--- config.mk ---
export PLATFORM = sky130hd
export DESIGN_NAME = alu_instr_issue_flat
export DESIGN_NICKNAME = d
export VERILOG_FILES = /design/src/rtl/alu_instr_issue_if.sv /design/src/rtl/alu_instr_issue.sv /design/src/flat_wrapper.sv
export SDC_FILE = /design/constraint.sdc
export NUM_CORES = 1
export LEC_CHECK = 0
export CORE_ASPECT_RATIO = 0.8
export CORE_UTILIZATION = 37
export CTS_CLUSTER_SIZE = 12
export DETAILED_ROUTE_END_ITERATION = 6
export HOLD_SLACK_MARGIN = 0.08
export PLACE_DENSITY = 0.73
export SLEW_MARGIN = 20
export SYNTH_ARGS = -nofsm -noshare
export SYNTH_HDL_FRONTEND = slang
export SYNTH_SLANG_ARGS = --single-unit
--- constraint.sdc ---
create_clock -name Clk -period 1.4 [get_ports Clk]
set_clock_uncertainty 0.05 [all_clocks]
set_input_delay 0.21 -clock Clk [delete_from_list [all_inputs] [get_ports Clk]]
set_output_delay 0.21 -clock Clk [all_outputs]
set_load 0.02 [all_outputs]
--- src/rtl/alu_instr_issue_if.sv ---
// rtl/alu_instr_issue_if.sv - instruction request / result response handshake bundle for alu_instr_issue
//
// Groups the two valid/ready channels between an instruction source and the
// issue sequencer.
//   Instr/InstrValid/InstrReady          : 16-bit encoded ALU instruction in
//   RspData/RspFlags/RspErr/RspValid/RspReady : captured result out
// master : the instruction source / response consumer
// slave  : the issue sequencer
interface alu_instr_issue_if;
    logic [15:0] Instr;
    logic        InstrValid;
    logic        InstrReady;
    logic [15:0] RspData;
    logic [4:0]  RspFlags;
    logic        RspErr;
    logic        RspValid;
    logic        RspReady;

    modport master (
        output Instr,
        output InstrValid,
        input  InstrReady,
        input  RspData,
        input  RspFlags,
        input  RspErr,
        input  RspValid,
        output RspReady
    );

    modport slave (
        input  Instr,
        input  InstrValid,
        output InstrReady,
        output RspData,
        output RspFlags,
        output RspErr,
        output RspValid,
        input  RspReady
    );
endinterface

--- src/rtl/alu_instr_issue.sv ---
// rtl/alu_instr_issue.sv - decode 16-bit ALU instructions, strobe RegFile_Alu, return result and flags
//
// Purpose:
//   Accepts one encoded instruction at a time, drives the RegFile_Alu control
//   fields with a single-cycle En strobe, captures the resulting RdestOut and
//   Flags one cycle after the write, and returns them over a response
//   handshake. Illegal opcodes are answered with RspErr=1 and never issued.
//
//   Instruction word:
//     [15]    Imm_s
//     [14:11] opcode
//     [10:7]  Rdest
//     [6:3]   Rsrc    (Imm_s=0; [2:0] unused)
//     [6:0]   imm7    (Imm_s=1; sign-extended, Rsrc forced to 0)
//
// Ports:
//   Clk, Rst        clock (rising edge), asynchronous active-low reset
//   bus             instruction in / response out handshakes (slave side)
//   RdestRegLoc     destination / first-operand register
//   RsrcRegLoc      source register
//   Imm, Imm_s      sign-extended immediate and its select
//   OpCode          ALU opcode, bit 4 always 0
//   En              RegFile_Alu write strobe, one cycle per legal instruction
//   RdestOut, Flags result and flags returned by RegFile_Alu
//   IssueCount      wrapping count of legal instructions issued
module alu_instr_issue #(
    parameter int OP_MAX = 9,
    parameter int CNT_W  = 8
) (
    input  logic              Clk,
    input  logic              Rst,
    alu_instr_issue_if.slave  bus,
    output logic [3:0]        RdestRegLoc,
    output logic [3:0]        RsrcRegLoc,
    output logic [15:0]       Imm,
    output logic              Imm_s,
    output logic [4:0]        OpCode,
    output logic              En,
    input  logic [15:0]       RdestOut,
    input  logic [4:0]        Flags,
    output logic [CNT_W-1:0]  IssueCount
);

    typedef enum logic [1:0] {
        IDLE  = 2'd0,
        ISSUE = 2'd1,
        WAIT  = 2'd2,
        RESP  = 2'd3
    } state_t;

    state_t state_q;
    state_t state_d;

    // Field extraction from the incoming word
    logic        dec_imm_s;
    logic [3:0]  dec_op;
    logic [3:0]  dec_rdest;
    logic [3:0]  dec_rsrc;
    logic [15:0] dec_imm;
    logic        dec_legal;
    logic        accept;

    // Registered drive and response state
    logic [3:0]       rdest_q;
    logic [3:0]       rsrc_q;
    logic [15:0]      imm_q;
    logic             imm_s_q;
    logic [3:0]       op_q;
    logic [15:0]      rsp_data_q;
    logic [4:0]       rsp_flags_q;
    logic             rsp_err_q;
    logic [CNT_W-1:0] issue_count_q;

    // Handshake / strobe outputs decoded from state
    logic instr_ready;
    logic rsp_valid;
    logic en;

    assign dec_imm_s = bus.Instr[15];
    assign dec_op    = bus.Instr[14:11];
    assign dec_rdest = bus.Instr[10:7];
    assign dec_rsrc  = dec_imm_s ? 4'd0 : bus.Instr[6:3];
    assign dec_imm   = dec_imm_s ? {{9{bus.Instr[6]}}, bus.Instr[6:0]} : 16'd0;
    assign dec_legal = (int'(dec_op) <= OP_MAX);

    assign accept = instr_ready && bus.InstrValid;

    // Next state and state-decoded outputs
    always_comb begin
        state_d     = state_q;
        instr_ready = 1'b0;
        rsp_valid   = 1'b0;
        en          = 1'b0;
        case (state_q)
            IDLE: begin
                instr_ready = 1'b1;
                if (bus.InstrValid) begin
                    state_d = dec_legal ? ISSUE : RESP;
                end
            end
            ISSUE: begin
                en      = 1'b1;
                state_d = WAIT;
            end
            WAIT: begin
                state_d = RESP;
            end
            RESP: begin
                rsp_valid = 1'b1;
                if (bus.RspReady) begin
                    state_d = IDLE;
                end
            end
            default: begin
                state_d = IDLE;
            end
        endcase
    end

    always_ff @(posedge Clk or negedge Rst) begin
        if (!Rst) begin
            state_q <= IDLE;
        end else begin
            state_q <= state_d;
        end
    end

    // Drive fields are loaded only on acceptance and otherwise hold, so the
    // addressed register stays visible on RdestOut through WAIT and RESP.
    always_ff @(posedge Clk or negedge Rst) begin
        if (!Rst) begin
            rdest_q <= 4'd0;
            rsrc_q  <= 4'd0;
            imm_q   <= 16'd0;
            imm_s_q <= 1'b0;
            op_q    <= 4'd0;
        end else if (accept) begin
            rdest_q <= dec_rdest;
            rsrc_q  <= dec_rsrc;
            imm_q   <= dec_imm;
            imm_s_q <= dec_imm_s;
            op_q    <= dec_op;
        end
    end

    // Response capture: illegal instructions answer straight from IDLE with a
    // zeroed payload; legal ones sample RegFile_Alu one cycle after the write.
    always_ff @(posedge Clk or negedge Rst) begin
        if (!Rst) begin
            rsp_data_q  <= 16'd0;
            rsp_flags_q <= 5'd0;
            rsp_err_q   <= 1'b0;
        end else if (accept && !dec_legal) begin
            rsp_data_q  <= 16'd0;
            rsp_flags_q <= 5'd0;
            rsp_err_q   <= 1'b1;
        end else if (state_q == WAIT) begin
            rsp_data_q  <= RdestOut;
            rsp_flags_q <= Flags;
            rsp_err_q   <= 1'b0;
        end
    end

    always_ff @(posedge Clk or negedge Rst) begin
        if (!Rst) begin
            issue_count_q <= '0;
        end else if (state_q == ISSUE) begin
            issue_count_q <= issue_count_q + CNT_W'(1);
        end
    end

    assign RdestRegLoc = rdest_q;
    assign RsrcRegLoc  = rsrc_q;
    assign Imm         = imm_q;
    assign Imm_s       = imm_s_q;
    assign OpCode      = {1'b0, op_q};
    assign En          = en;
    assign IssueCount  = issue_count_q;

    assign bus.InstrReady = instr_ready;
    assign bus.RspValid   = rsp_valid;
    assign bus.RspData    = rsp_data_q;
    assign bus.RspFlags   = rsp_flags_q;
    assign bus.RspErr     = rsp_err_q;

endmodule
--- src/flat_wrapper.sv ---
// flat-port wrapper written by rule: the top's interface ports become plain ports
module alu_instr_issue_flat 
#(
    parameter int OP_MAX = 9,
    parameter int CNT_W  = 8
)
  (Clk, Rst, RdestRegLoc, RsrcRegLoc, Imm, Imm_s, OpCode, En, RdestOut, Flags, IssueCount, bus_Instr, bus_InstrValid, bus_InstrReady, bus_RspData, bus_RspFlags, bus_RspErr, bus_RspValid, bus_RspReady);
  alu_instr_issue_if bus_i ();
  input  logic Clk;
  input  logic Rst;
  output logic [3:0] RdestRegLoc;
  output logic [3:0] RsrcRegLoc;
  output logic [15:0] Imm;
  output logic Imm_s;
  output logic [4:0] OpCode;
  output logic En;
  input  logic [15:0] RdestOut;
  input  logic [4:0] Flags;
  output logic [CNT_W-1:0] IssueCount;
  input wire logic [$bits(bus_i.Instr)-1:0] bus_Instr;
  input wire logic [$bits(bus_i.InstrValid)-1:0] bus_InstrValid;
  output wire logic [$bits(bus_i.InstrReady)-1:0] bus_InstrReady;
  output wire logic [$bits(bus_i.RspData)-1:0] bus_RspData;
  output wire logic [$bits(bus_i.RspFlags)-1:0] bus_RspFlags;
  output wire logic [$bits(bus_i.RspErr)-1:0] bus_RspErr;
  output wire logic [$bits(bus_i.RspValid)-1:0] bus_RspValid;
  input wire logic [$bits(bus_i.RspReady)-1:0] bus_RspReady;
  assign bus_i.Instr = bus_Instr;
  assign bus_i.InstrValid = bus_InstrValid;
  assign bus_InstrReady = bus_i.InstrReady;
  assign bus_RspData = bus_i.RspData;
  assign bus_RspFlags = bus_i.RspFlags;
  assign bus_RspErr = bus_i.RspErr;
  assign bus_RspValid = bus_i.RspValid;
  assign bus_i.RspReady = bus_RspReady;
  alu_instr_issue #(.OP_MAX(OP_MAX), .CNT_W(CNT_W)) u_core (.Clk(Clk), .Rst(Rst), .bus(bus_i), .RdestRegLoc(RdestRegLoc), .RsrcRegLoc(RsrcRegLoc), .Imm(Imm), .Imm_s(Imm_s), .OpCode(OpCode), .En(En), .RdestOut(RdestOut), .Flags(Flags), .IssueCount(IssueCount));
endmodule
## Word level (Yosys, flattened, before mapping)

Cells that the tools add are included.

| storage, ports and cells | value |
|---|---|
| bits in registers | 61 |
| output and inout port bits | 63 |
| word-level logic and storage cells | 38 |
| input port bits | 41 |

| operators by class | value |
|---|---|
| reductions and logical operators | 6 |
| $add $sub $neg | 1 |
| eq/ne operators | 5 |
| multiplexer cells | 15 |
| order comparisons | 1 |

Operators with widths:

| cell | number |
|---|---|
| 16-bit two-way mux | 3 |
| 5-bit two-way mux | 2 |
| 8-bit by 1-bit adder with 8-bit output, second input constant | 1 |
| 2-bit one-hot mux with 4 select lines | 1 |
| 2-bit two-way mux | 3 |
| 1-bit two-way mux | 5 |
| 2-bit equality test, second input constant | 2 |
| 4-bit less-or-equal comparator, second input constant | 1 |
| 4-bit two-way mux | 1 |
| 2-bit inequality test, second input constant | 2 |
| 2-bit by 1-bit equality test with 1-bit output, second input constant | 1 |
| 1-bit logical AND | 2 |
| 2-bit logical NOT | 1 |
| 2-bit AND reduction | 1 |
| 2-bit nonzero test | 1 |
| 1-bit logical NOT | 1 |

## Depth between registers and ports, before layout

| logic depth | value |
|---|---|
| word-level depth | 5 |
| mapped depth | 6 |

## Worst setup path after synthesis

Ideal clock, no wire load.

| timing | value |
|---|---|
| path type | flip-flop to flip-flop |
| start point | register u_core.state_q[0] |
| end point | register u_core.imm_s_q (netlist: u_core.Imm_s) |
| period minus slack after synthesis | 1,628 ps |
| data arrival time | 1,453 ps |
| required time | 1,225 ps |
| path slack | -228 ps |
| stages on the path, launching flop included | 6 |
| setup time | 125 ps |
| cells stage by stage | dfrtp_1 > inv_1 > ha_1 > nand2_1 > buf_2 > mux2_2 |

| between the ends | value |
|---|---|
| word-level cells in the longest chain between the ends | 3 |

Ends and longest elaborated chain:

| element | RTL line | text |
|---|---|---|
| start, declared | alu_instr_issue.sv:51 | `state_t state_q;` |
| start signal, assigned | alu_instr_issue.sv:124 | `state_q <= state_d;` |
| 2-bit logical NOT | alu_instr_issue.sv:94 | `case (state_q)` |
| 1-bit two-way mux | alu_instr_issue.sv:94 |  |
| named net bus_InstrReady | flat_wrapper.sv:22 | `output wire logic [$bits(bus_i.InstrReady)-1:0] bus_InstrReady;` |
| 1-bit logical AND | alu_instr_issue.sv:86 | `assign accept = instr_ready && bus.InstrValid;` |
| end signal, assigned | alu_instr_issue.sv:141 | `imm_s_q <= dec_imm_s;` |
| end, declared | alu_instr_issue.sv:67 | `logic imm_s_q;` |

The timed path passes the listed nets, and every way through them passes these cells.
A chain may end at the register's enable or synchronous reset.

## Worst setup path in the final report

| timing | value |
|---|---|
| start point | register u_core.state_q[1] |
| end point | register u_core.op_q[2] |

| between the ends | value |
|---|---|
| word-level cells in the longest chain between the ends | 3 |

Ends and longest elaborated chain:

| element | RTL line | text |
|---|---|---|
| 2-bit logical NOT | alu_instr_issue.sv:94 |  |
| 1-bit two-way mux | alu_instr_issue.sv:94 |  |
| 1-bit logical AND | alu_instr_issue.sv:86 |  |
| end signal, assigned | alu_instr_issue.sv:142 | `op_q <= dec_op;` |
| end, declared | alu_instr_issue.sv:68 | `logic [3:0] op_q;` |

No other way between the ends.

==> results.py <==
metrics = {
    "outcome": {
        "status": "complete, but fails checks",
        "violations": "setup timing",
    },
    "yosys": {
        "synth_area_mm2": 0.002248,
        "synthTopCellsByArea": "dfrtp_1 58%, mux2i_1 10%, mux2_2 5.5%",
        "synth_top_cell_by_area": "dfrtp_1",
        "yosysWarningCount": 0,
        "ys_seq_area_frac": 0.5787,
        "ys_seq_elements": 52,
        "synth-simple-area-share": 0.1063,
        "synth-xor-area-share": 0.02727,
        "synth_compound_area_frac": 0.03228,
        "muxShareOfSynthArea": 0.1575,
        "synth_top_area_frac": 0.5787,
        "synth_top_family_by_area": "multiplexers",
        "syn_nets": 241,
        "syn_avg_cell_area_um2": 11.59,
        "synth_cells": 194,
        "ys_types": 20,
        "synth_adder_area_share": 0.03339,
    },
    "clock_tree": {
        "cts_sinks": 52,
        "htreeDepth": 2,
        "clockBufferDepth": 2,
        "cts-buffers-inserted": 5,
        "cts_tree": "built",
        "cts.clk_slew.worst_paths_ps": 90,
        "clk_latency_ps": 290,
        "cts-root-buf": "clkbuf_8",
    },
    "global_routing": {
        "busiest_layer": "met2",
        "grt_usage": 0.1710,
        "grt_max_degree": 22,
        "met3_usage": 0.06682,
        "grt_util_met2": 0.2858,
        "grtUsageMet1": 0.2139,
        "grt_pass1_wl_um": 8307,
        "gr-total-overflow": 0,
        "grt_pass1_vias": 1723,
        "antenna_found_initial": 0,
    },
    "cells_and_area": {
        "stdcell_area_mm2": 0.003779,
        "final_common_cell": "dfrtp_1",
        "drive_gt1_frac": 0.2419,
        "area_growth_pct": 68.06,
        "fill_cells": 518,
        "final_cell_mix": "51 x dfrtp_1, 47 x dlygate4sd2_1, 39 x clkdlybuf4s50_1, 22 x mux2i_1, 22 x nor2_1",
        "fin_nets": 356,
        "antenna_cells": 0,
    },
    "hold_path": {
        "min_path_type": "input pin to async pin",
    },
    "power": {
        "pwr-share-clk": 0.104,
        "p_comb_frac": 0.584,
        "internal_power_mw": 4.976,
        "p_sw_mw": 3.368,
        "leakagePower_nw": 1.825,
        "swShare": 0.4036,
        "power_frac_seq": 0.312,
        "vdd_drop_max_v": 0.001044,
        "power.density_mw_per_mm2": 2208,
    },
    "setup_path": {
        "cp.arrival_ps": 1600,
        "critPathLaunchType": "flop",
        "path_delay_family": "flip-flops",
        "slowest_stage": "dfrtp_1",
        "end_kind": "flop",
        "critPathKind": "flop to flop",
        "r2r_cells": 6,
        "max_stage_delay_ps": 410,
        "crit_fanout": 5,
        "cp_cell_sequence": "inv_2, buf_6, ha_4, nand2_8, clkbuf_16, mux2_4",
        "rrSetupSlack_ps": -60,
        "crit_buf_inv": 3,
        "r2r-end": "u_core.op_q[2]",
        "r2r_start": "u_core.state_q[1]",
        "cp.required_ps": 1540,
    },
    "detailed_routing": {
        "num_vias": 1768,
        "routed_wl_um": 5462,
        "drc": 0,
        "detail_route.wl_per_cell_um": 13.97,
        "firstDrtPassIters": 6,
        "vias_per_cell": 4.522,
        "postRouteAntennaNets": 0,
        "drtIter0Drc": 43,
    },
    "floorplanning": {
        "core_mm2": 0.005881,
        "die-area_mm2": 0.006395,
        "io_pins": 104,
        "std_cell_rows": 25,
        "start_util": 0.3823,
        "die_h_um": 71.73,
        "die_w_um": 89.16,
    },
    "timing": {
        "finalSetupViolCount": 17,
        "rsz0062_at_grt": "true",
        "fin_crit_ps": 1460,
        "slew_viol_final": 0,
        "final.setup.tns_ps": -578.5,
        "max_freq_ghz": 0.6849,
        "timing.final.ws_setup_ps": -60.03,
        "hold_violations": 0,
        "min_period_over_period": 1.043,
    },
    "flow_run": {
        "drv_cap": 0,
    },
    "placement": {
        "dp_hpwl_um": 3700,
        "placed_area_mm2": 0.003426,
        "io_buffers": 102,
        "finalWeightedCongestion": 0.6861,
    },
}
flip-flops by register name, indices dropped and copies added (netlist names):
| register | flops |
|---|---|
| u_core.bus.RspData | 16 |
| u_core.RsrcRegLoc | 4 |
| u_core.state_q | 2 |
| u_core.bus.RspFlags | 5 |
| u_core.RdestRegLoc | 4 |
| u_core.Imm | 7 |
| u_core.Imm_s | 1 |
| u_core.IssueCount | 8 |
| u_core.bus.RspErr | 1 |
| u_core.op_q | 4 |
power by group through the flow:
stage | clock network, mW | logic [mW] | registers, mW
floorplan | 0 | 1.72 | 3.40
global placement | 0 | 4.49 | 2.58
detailed placement | 0 | 4.57 | 2.62
CTS | 0.896 | 4.77 | 2.57
global route | 0.953 | 5.25 | 2.68
finish | 0.870 | 4.88 | 2.60
area by class of cell:
cell class,count,area [um2],share of cell area
well taps,81,101.3,0.02682
clock inverters,2,10.01,0.002649
inverters,6,22.52,0.005960
clock buffers,6,82.58,0.02185
flip-flops and latches,52,1303,0.3447
multi-input cells,117,980.9,0.2596
repair buffers,127,1279,0.3384
cell usage after synthesis (all sizes together):
cell    count
dfrtp      52
nor2       24
mux2i      23
nand2      22
buf        16
o21ai      12
mux2       11
ha          6
inv         6
nand2b      4
xnor2       4
clkbuf      3
nand4       3
xor2        3
o22ai       2
and3        1
conb        1
nor3        1
cell families after synthesis:
group,count (synthesis)
AND/OR/NAND/NOR,55
flip-flops,52
multiplexers,34
buffers and inverters,25
AO/OA/AOI/OAI,14
XOR/XNOR,7
adder cells (fa/ha/maj),6
other,1
per-layer routing:
layer  wire (um)  vias up
met5           0        -
met3         554        2
li1            -      860
met4          11        0
met2        2581       69
met1        2315      837
through the flow:
step / power (mW) / std cells / setup slack [ps] / hold slack, ps / utilization
final: 8.344 / 391 / -60.03 / 344.3 / 0.6426
after global routing: 8.880 / 391 / -99.47 / 355.8 / 0.6426
after CTS: 8.238 / 390 / -109.1 / 349.3 / 0.6264
after detailed placement: 7.182 / 372 / -161.2 / 111.0 / 0.5826
after global placement: 7.066 / 372 / -146.4 / 106.6 / 0.5826
after floorplan: 5.125 / 194 / -33.43 / -135.6 / -
worst max-delay path by stage:
stage / slack, ps / endpoint / cells past startpoint / start
finish: -60 / u_core.op_q[2] / 6 / u_core.state_q[1]
global route: -100 / u_core.state_q[1] / 6 / u_core.state_q[1]
CTS: -110 / u_core.Imm[14] / 8 / u_core.state_q[1]
floorplan: -30 / u_core.IssueCount[7] / 5 / u_core.state_q[1]
global placement: -150 / En / 3 / u_core.state_q[1]
detailed placement: -160 / En / 3 / u_core.state_q[1]
what timing repair did:
action | CTS | global route
cloned | 3 | 1
pin swaps | 3 | 9
gates resized for setup | 100 | 45
hold endpoints to repair | 14 | 0
hold buffers | 1 | 0
buffers inserted | 6 | 2
endpoints found under the setup margin | 97 | 59
Note: power is estimated with default switching activity, not from simulation.
